**src/rtl/div_seq_if.sv**
```systemverilog
// rtl/div_seq_if.sv - DIV/DIVU request and response bundle between EX and the divide sequencer
interface div_seq_if #(
  parameter int DATA_W = 32
);
  logic                  start;
  logic                  signed_div;
  logic [DATA_W-1:0]     opdata1;
  logic [DATA_W-1:0]     opdata2;
  logic                  annul;
  logic [2*DATA_W-1:0]   result;
  logic                  ready;
  logic                  stall_req;

  modport master (
    output start, signed_div, opdata1, opdata2, annul,
    input  result, ready, stall_req
  );

  modport slave (
    input  start, signed_div, opdata1, opdata2, annul,
    output result, ready, stall_req
  );
endinterface

```
**src/rtl/div_seq.sv**
```systemverilog
// rtl/div_seq.sv - multi-cycle restoring divider for DIV/DIVU producing {HI,LO}
// Optional DIV_EARLY_TERM_EN finishes in one edge when |dividend| < |divisor|.
module div_seq #(
  parameter int DATA_W = 32,
  parameter int CNT_W  = 6
) (
  input  logic       clk,
  input  logic       rst,
  div_seq_if.slave   div_io
);

  localparam int WORK_W = 2*DATA_W + 1;

  typedef enum logic [1:0] {IDLE, BYZERO, RUN, DONE} state_e;

  state_e                state_q, state_d;
  logic [CNT_W-1:0]      cnt_q, cnt_d;
  logic [WORK_W-1:0]     work_q, work_d;
  logic [DATA_W-1:0]     divisor_q, divisor_d;
  logic                  quo_neg_q, quo_neg_d;
  logic                  rem_neg_q, rem_neg_d;
  logic [2*DATA_W-1:0]   result_q, result_d;
  logic                  ready_q, ready_d;

  logic                  op1_neg, op2_neg;
  logic [DATA_W-1:0]     op1_abs, op2_abs;
  logic                  div_by_zero, early_done, iter_done;
  logic [DATA_W:0]       diff;
  logic [DATA_W-1:0]     quo_raw, rem_raw, quo_fix, rem_fix;

  assign op1_neg     = div_io.signed_div & div_io.opdata1[DATA_W-1];
  assign op2_neg     = div_io.signed_div & div_io.opdata2[DATA_W-1];
  assign op1_abs     = op1_neg ? (~div_io.opdata1 + 1'b1) : div_io.opdata1;
  assign op2_abs     = op2_neg ? (~div_io.opdata2 + 1'b1) : div_io.opdata2;
  assign div_by_zero = (div_io.opdata2 == '0);

`ifdef DIV_EARLY_TERM_EN
  assign early_done = (op1_abs < op2_abs);
`else
  assign early_done = 1'b0;
`endif

  // Partial remainder is the top DATA_W+1 bits; a set MSB of diff means it was smaller than the divisor.
  assign diff      = work_q[WORK_W-1:DATA_W] - {1'b0, divisor_q};
  assign iter_done = (cnt_q == CNT_W'(DATA_W));
  assign quo_raw   = work_q[DATA_W-1:0];
  assign rem_raw   = work_q[WORK_W-1:DATA_W+1];
  assign quo_fix   = quo_neg_q ? (~quo_raw + 1'b1) : quo_raw;
  assign rem_fix   = rem_neg_q ? (~rem_raw + 1'b1) : rem_raw;

  always_ff @(posedge clk) begin
    if (rst) begin
      state_q   <= IDLE;
      cnt_q     <= '0;
      work_q    <= '0;
      divisor_q <= '0;
      quo_neg_q <= 1'b0;
      rem_neg_q <= 1'b0;
      result_q  <= '0;
      ready_q   <= 1'b0;
    end else begin
      state_q   <= state_d;
      cnt_q     <= cnt_d;
      work_q    <= work_d;
      divisor_q <= divisor_d;
      quo_neg_q <= quo_neg_d;
      rem_neg_q <= rem_neg_d;
      result_q  <= result_d;
      ready_q   <= ready_d;
    end
  end

  always_comb begin
    state_d = state_q;
    unique case (state_q)
      IDLE: begin
        if (div_io.annul)      state_d = IDLE;
        else if (div_io.start) begin
          if (div_by_zero)     state_d = BYZERO;
          else if (early_done) state_d = DONE;
          else                 state_d = RUN;
        end
      end
      BYZERO:  state_d = div_io.annul ? IDLE : DONE;
      RUN: begin
        if (div_io.annul)      state_d = IDLE;
        else if (iter_done)    state_d = DONE;
      end
      DONE: begin
        if (!div_io.start || div_io.annul) state_d = IDLE;
      end
      default: state_d = IDLE;
    endcase
  end

  always_comb begin
    cnt_d     = cnt_q;
    work_d    = work_q;
    divisor_d = divisor_q;
    quo_neg_d = quo_neg_q;
    rem_neg_d = rem_neg_q;
    result_d  = result_q;
    ready_d   = ready_q;
    unique case (state_q)
      IDLE: begin
        result_d = '0;
        ready_d  = 1'b0;
        if (!div_io.annul && div_io.start && !div_by_zero) begin
          work_d    = {{DATA_W{1'b0}}, op1_abs, 1'b0};
          divisor_d = op2_abs;
          cnt_d     = '0;
          quo_neg_d = op1_neg ^ op2_neg;
          rem_neg_d = op1_neg;
          if (early_done) begin
            result_d = {div_io.opdata1, {DATA_W{1'b0}}};
            ready_d  = 1'b1;
          end
        end
      end
      BYZERO: begin
        result_d = '0;
        ready_d  = !div_io.annul;
      end
      RUN: begin
        if (div_io.annul) begin
          result_d = '0;
          ready_d  = 1'b0;
        end else if (!iter_done) begin
          if (diff[DATA_W]) work_d = {work_q[WORK_W-2:0], 1'b0};
          else              work_d = {diff[DATA_W-1:0], work_q[DATA_W-1:0], 1'b1};
          cnt_d = cnt_q + 1'b1;
        end else begin
          result_d = {rem_fix, quo_fix};
          ready_d  = 1'b1;
        end
      end
      DONE: begin
        if (!div_io.start || div_io.annul) begin
          result_d = '0;
          ready_d  = 1'b0;
        end
      end
      default: begin
        result_d = '0;
        ready_d  = 1'b0;
      end
    endcase
  end

  always_comb begin
    div_io.stall_req = div_io.start & (state_q != DONE);
    div_io.result    = result_q;
    div_io.ready     = ready_q;
  end

endmodule

```
**src/flat_wrapper.sv**
```systemverilog
// flat-port wrapper written by rule: the top's interface ports become plain ports
module div_seq_flat 
#(
  parameter int DATA_W = 32,
  parameter int CNT_W  = 6
)
  (clk, rst, div_io_start, div_io_signed_div, div_io_opdata1, div_io_opdata2, div_io_annul, div_io_result, div_io_ready, div_io_stall_req);
  div_seq_if #(.DATA_W(DATA_W)) div_io_i ();
  input  logic clk;
  input  logic rst;
  input wire logic [$bits(div_io_i.start)-1:0] div_io_start;
  input wire logic [$bits(div_io_i.signed_div)-1:0] div_io_signed_div;
  input wire logic [$bits(div_io_i.opdata1)-1:0] div_io_opdata1;
  input wire logic [$bits(div_io_i.opdata2)-1:0] div_io_opdata2;
  input wire logic [$bits(div_io_i.annul)-1:0] div_io_annul;
  output wire logic [$bits(div_io_i.result)-1:0] div_io_result;
  output wire logic [$bits(div_io_i.ready)-1:0] div_io_ready;
  output wire logic [$bits(div_io_i.stall_req)-1:0] div_io_stall_req;
  assign div_io_i.start = div_io_start;
  assign div_io_i.signed_div = div_io_signed_div;
  assign div_io_i.opdata1 = div_io_opdata1;
  assign div_io_i.opdata2 = div_io_opdata2;
  assign div_io_i.annul = div_io_annul;
  assign div_io_result = div_io_i.result;
  assign div_io_ready = div_io_i.ready;
  assign div_io_stall_req = div_io_i.stall_req;
  div_seq #(.DATA_W(DATA_W), .CNT_W(CNT_W)) u_core (.clk(clk), .rst(rst), .div_io(div_io_i));
endmodule
```
**config.mk**
```make
export PLATFORM = sky130hd
export DESIGN_NAME = div_seq_flat
export DESIGN_NICKNAME = d
export VERILOG_FILES = /design/src/rtl/div_seq_if.sv /design/src/rtl/div_seq.sv /design/src/flat_wrapper.sv
export SDC_FILE = /design/constraint.sdc
export NUM_CORES = 1
export LEC_CHECK = 0
export ABC_AREA = 0
export ABC_CLOCK_PERIOD_IN_PS = 8100
export CORE_MARGIN = 5
export CORE_UTILIZATION = 60
export DETAILED_ROUTE_END_ITERATION = 8
export GPL_TIMING_DRIVEN = 0
export PLACE_DENSITY = 0.85
export SLEW_MARGIN = 20
export SYNTH_ARGS = -nofsm -noshare
export SYNTH_HDL_FRONTEND = slang
export SYNTH_SLANG_ARGS = --single-unit
```
**constraint.sdc**
```tcl
create_clock -name clk -period 8.1 [get_ports clk]
set_input_delay 1.215 -clock clk [delete_from_list [all_inputs] [get_ports clk]]
set_output_delay 1.215 -clock clk [all_outputs]
set_load 0.1 [all_outputs]
```
# --- Yosys cells after proc, flatten, opt, wreduce, memory -nomap -nowiden ---
# Cells that the tools add are included.
totals:
  out_inout_bits: 66
  register_bits: 172
classes:
  n_mux: 29
  add_sub_neg: 6
  bitwise: 8
  eq_ne: 11
  reduce_logical: 14
op_table:
  columns: ["operator", "n"]
  rows:
  - ["65-bit 2-to-1 mux", 4]
  - ["64-bit 2-to-1 mux", 3]
  - ["64-bit one-hot mux with 3 select lines", 1]
  - ["65-bit one-hot mux with 2 select lines", 1]
  - ["32-bit by 1-bit adder with 32-bit output, second input constant", 4]
  - ["32-bit 2-to-1 mux", 4]
  - ["32-bit inverter", 4]
  - ["33-bit by 32-bit subtractor with 33-bit output", 1]
  - ["32-bit zero test", 1]
  - ["6-bit 2-to-1 mux", 3]
  - ["2-bit 2-to-1 mux", 7]
  - ["6-bit one-hot mux with 2 select lines", 1]
  - ["2-bit one-hot mux with 4 select lines", 1]
  - ["6-bit by 1-bit adder with 6-bit output, second input constant", 1]
  - ["6-bit equality test, second input constant", 1]
  - ["2-bit inequality test, second input constant", 3]
  - ["2-bit equality test, second input constant", 2]
  - ["2-bit by 1-bit inequality test with 1-bit output, second input constant", 2]
  - ["1-bit one-hot mux with 4 select lines", 1]
  - ["2-bit AND reduction", 2]
  - ["4-bit AND reduction", 1]
  - ["1-bit bitwise AND", 3]
  - ["1-bit zero test", 3]
  - ["1-bit 2-to-1 mux", 3]
  - ["other kinds (10)", 11]

# --- Depth between registers and ports, before layout ---
logic_depth:
  depth_word: 6
  ltp_mapped: 14
  ltp_nobuf: 12

# --- Worst setup path after synthesis ---
# OpenSTA, ideal clock, no wires.
synth_timing:
  kind: "input port to output port"
  startpoint: "input div_io_start"
  endpoint: "output div_io_stall_req"
  required_time_ns: 6.885
  n_path_buf: 0
  arrival_time_ns: 2.541
  cell_stages: 2
  setup_slack_ns: 4.344
  path_cell_list: "inv_1 -> nor2_1"
synth_via:
  elab_chain_len: 1
synth_rtl:
  columns: ["element", "line_no", "text"]
  rows:
  - ["from (decl)", "flat_wrapper.sv:11", "input wire logic [$bits(div_io_i.start)-1:0] div_io_start;"]
  - ["1-bit bitwise AND", "div_seq.sv:151", "div_io.stall_req = div_io.start & (state_q != DONE);"]
  - ["to (decl)", "flat_wrapper.sv:18", "output wire logic [$bits(div_io_i.stall_req)-1:0] div_io_stall_req;"]
# Every way passes these cells.

# --- Worst setup path after layout ---
layout_timing:
  startpoint: "input div_io_opdata1[0]"
  endpoint: "register u_core.work_q[31]"
layout_via:
  elab_chain_len: 5
layout_rtl:
  columns: ["element", "line_no", "text"]
  rows:
  - ["from (decl)", "flat_wrapper.sv:13", "input wire logic [$bits(div_io_i.opdata1)-1:0] div_io_opdata1;"]
  - ["32-bit inverter", "div_seq.sv:33", "assign op1_abs = op1_neg ? (~div_io.opdata1 + 1'b1) : div_io.opdata1;"]
  - ["32-bit by 1-bit adder with 32-bit output", "div_seq.sv:33", null]
  - ["32-bit 2-to-1 mux", "div_seq.sv:33", null]
  - ["65-bit 2-to-1 mux", "div_seq.sv:108", "if (!div_io.annul && div_io.start && !div_by_zero) begin"]
  - ["65-bit one-hot mux with 2 select lines", "div_seq.sv:104", "unique case (state_q)"]
  - ["to (signal assigned)", "div_seq.sv:64", "work_q <= work_d;"]
  - ["to (decl)", "div_seq.sv:18", "logic [WORK_W-1:0] work_q, work_d;"]
# Every way passes these cells. The select of a mux whose other input is x is not followed.
# A chain may end at the register's enable or synchronous reset.

==> flow_summary.json <==
{
  "rrSetupSlack_ns": 4.23,
  "cts_setup_buffers": 0,
  "critical_path_arrival_ns": 4.61,
  "final_util": 0.733,
  "worstSetupPathType": "input pin to flip-flop",
  "post-dp-hpwl_um": 24600,
  "cts-resized-gates": 0,
  "cts-root-buf": "clkbuf_16",
  "grt_overflow_total": 0,
  "drt_first_pass_iters": 6,
  "ys_seq_area_frac": 0.313,
  "portBuffers": 133,
  "max_slew_margin": 0.342,
  "async_reset_ff_frac": 0,
  "routabilityCongestion": 0.978,
  "slew_viol_final": 0,
  "core_sq_mm": 0.0180,
  "post-route-drc-count": 0,
  "grt_max_degree": 18,
  "startpoint_type": "input pin",
  "fill_cells": 1431,
  "via_per_inst": 6.11,
  "synth_top_cell_by_area": "dfxtp_1",
  "die_h_um": 145,
  "area_delta_synth_final_pct": 20.1,
  "netlist_instances": 1425,
  "start_util": 0.610,
  "diodes": 0,
  "clock-sinks": 172,
  "post_dp_cell_area_sq_mm": 0.0126,
  "finalClockSkew_ns": 0.0131,
  "cp_max_fo": 5,
  "p_per_area_mw_per_mm2": 181,
  "yosys.area.top_type_share": 0.313,
  "antenna_found_initial": 0,
  "grt_pass1_wl_um": 51200,
  "cap_violations": 0,
  "r2r-end": "u_core.work_q[49]",
  "cp.required_ns": 8.40,
  "syn_area_sq_mm": 0.0110,
  "worst_pin_slew_ns": 0.984,
  "cts_buffer_depth": 2,
  "synth_edf_count": 0,
  "syn-mean-instance-area_sq_um": 7.72,
  "synth_ff_type": "dfxtp_1",
  "endpoint": "u_core.work_q[31]",
  "totalPowerFinal_mw": 2.39,
  "finalCriticalPeriod_ns": 4.31,
  "vdd_ir_drop_max_v": 0.000165,
  "hold_viol_final": 0,
  "p_leak_nw": 4.94,
  "setup_violations": 0,
  "wl_per_cell_um": 17.5,
  "holdCritPathClass": "flip-flop to flip-flop",
  "ctsHoldBuffers": 0,
  "drive_gt1_frac": 0.0453,
  "crit_path_start": "div_io_opdata1[0]",
  "yosysWarnings": 0,
  "cts_buffers": 17,
  "vias": 11100,
  "die_w_um": 145,
  "reg2regPathDepth": 13,
  "rsz0062_at_grt": "no",
  "detail-route-antenna-nets": 0,
  "layout.nets": 1689,
  "clock_latency_ns": 0.44,
  "h-tree-depth": 4,
  "fmax_mhz": 232,
  "rows": 49,
  "tns_ns": 0,
  "grt_pass1_vias": 10300,
  "routed_wl_um": 31700,
  "clk_transition_reported_paths_ns": 0.07,
  "fin_cells": 1819,
  "die_area_sq_mm": 0.0211,
  "grtUsageTotal": 0.287,
  "ys_types": 69,
  "cp-end-kind": "flip-flop",
  "synth_nets": 1537,
  "synthTopCellsByArea": "dfxtp_1 31%, xnor2_1 6.4%, nand2_1 6.3%, xor2_1 5.7%, nor2_1 5.2%",
  "worstReg2RegStart": "u_core.work_q[33]",
  "status": "finished clean",
  "fin_crit_sh": 0.532,
  "dpl.cell_count": 1787,
  "ys_seq_elements": 172,
  "cts_tree": "built",
  "final_area_sq_mm": 0.0132,
  "io_pins": 135,
  "drt_first_iter_violations": 998
}
layer usage:
| metal | vias to the layer above | GRT usage | part of all wire | routed length [um] |
|---|---|---|---|---|
| li1 | 5340 | - | - | - |
| met1 | 5127 | 0.394 | 0.42 | 13500 |
| met2 | 572 | 0.438 | 0.44 | 13900 |
| met3 | 77 | 0.0757 | 0.11 | 3610 |
| met4 | 0 | 0.100 | 0.025 | 778 |
| met5 | - | 0 | 0 | 0 |
power by group:
part,internal (mW),total [mW],leakage (nW),switching (mW)
logic,0.235,0.621,3.26,0.386
registers,0.889,0.943,1.39,0.0541
clock network,0.445,0.822,0.283,0.376
total,1.57,2.39,4.94,0.817
worst min path at each step:
| stage | slack (ns) | startpoint | end | cells past startpoint |
|---|---|---|---|---|
| 5_1_grt | 0.48 | u_core.divisor_q[31] | u_core.divisor_q[31] | 2 |
| 3_3_place_gp | 0.44 | u_core.divisor_q[26] | u_core.divisor_q[26] | 2 |
| 2_1_floorplan | 0.43 | u_core.divisor_q[18] | u_core.divisor_q[18] | 2 |
| 6_report | 0.45 | u_core.divisor_q[31] | u_core.divisor_q[31] | 2 |
| 4_1_cts | 0.45 | u_core.divisor_q[26] | u_core.divisor_q[26] | 2 |
| 3_5_place_dp | 0.44 | u_core.divisor_q[26] | u_core.divisor_q[26] | 2 |
state kept, by name (all words and copies together), names as in the netlist:
signal / count
u_core.work_q: 65
u_core.cnt_q: 6
u_core.rem_neg_q: 1
u_core.div_io.result: 64
u_core.div_io.ready: 1
u_core.state_q: 2
u_core.divisor_q: 32
u_core.quo_neg_q: 1
layout by cell type (no fill, tap or decap), types with 5 or more instances in the layout:
cell	instances
inv_8	5
nand2b_1	9
a211oi_1	32
nor2_1	153
nor3_1	39
clkbuf_1	68
xnor2_1	80
dfxtp_1	172
o21bai_1	5
nand3_1	25
o21ai_0	63
nor4_1	10
or4_1	6
o21ai_1	37
or3_1	9
a311oi_1	5
clkbuf_16	17
o31ai_1	21
xor2_1	71
ha_1	42
buf_2	11
nand4_1	6
and2_1	9
a32oi_1	6
a21oi_1	98
a31oi_1	8
o21a_1	5
inv_1	53
mux2i_1	28
o41ai_1	12
nor2b_1	11
clkdlybuf4s50_1	133
nand2_1	186
a21o_1	16
a22oi_1	53
nand3b_1	5
worst max-delay path, cell delays in order:
cell,delay [ns]
clkdlybuf4s50_1,0.48
inv_1,0.09
ha_1,0.15
or3b_1,0.39
nor4b_1,0.73
nand2b_1,0.29
o31ai_2,0.46
o21ai_0,0.21
xor2_1,0.18
a222oi_1,0.35
nor2_1,0.08
synthesized netlist by cell type, types with 5 or more instances:
cell	number
buf_2	11
o41ai_1	12
xnor2_1	80
a21o_1	16
xor2_1	71
o31ai_1	21
nand2b_1	9
dfxtp_1	172
nor2_1	153
o21ai_1	37
or3_1	9
and2_1	9
nor2b_1	11
nor3_1	39
clkbuf_1	68
nand4_1	6
nand3_1	25
nand2_1	186
a32oi_1	6
a21oi_1	98
a22oi_1	53
o21a_1	5
o21ai_0	63
nor4_1	10
ha_1	42
or4_1	6
mux2i_1	28
a31oi_1	8
nand3b_1	5
o21bai_1	5
a311oi_1	5
a211oi_1	32
inv_1	53
cell families after synthesis:
kind of cell / count (synthesis) / share of synthesized area
AND/OR/NAND/NOR: 498 / 0.208
AO/OA/AOI/OAI: 395 / 0.233
flip-flops: 172 / 0.313
XOR/XNOR: 151 / 0.120
buffers and inverters: 138 / 0.0504
adder cells (fa/ha/maj): 43 / 0.0496
multiplexers: 28 / 0.0255
layout make-up:
type	count	area (sq um)	area share
timing repair buffer	133	1330	0.101
sequential	172	3440	0.261
clock buffer	18	439	0.0332
tap	229	287	0.0217
clock inverter	14	153	0.0116
multi-input combinational	1115	7000	0.530
buffer	85	355	0.0269
inverter	53	199	0.0151
metrics by stage:
step / hold WS, ns / setup slack (ns)
floorplan: 0.432 / 4.34
global placement: 0.440 / 3.63
detailed placement: 0.445 / 3.50
CTS: 0.453 / 3.84
global route: 0.475 / 3.59
finish: 0.452 / 3.79
Note: power is estimated with default switching activity, not from simulation.
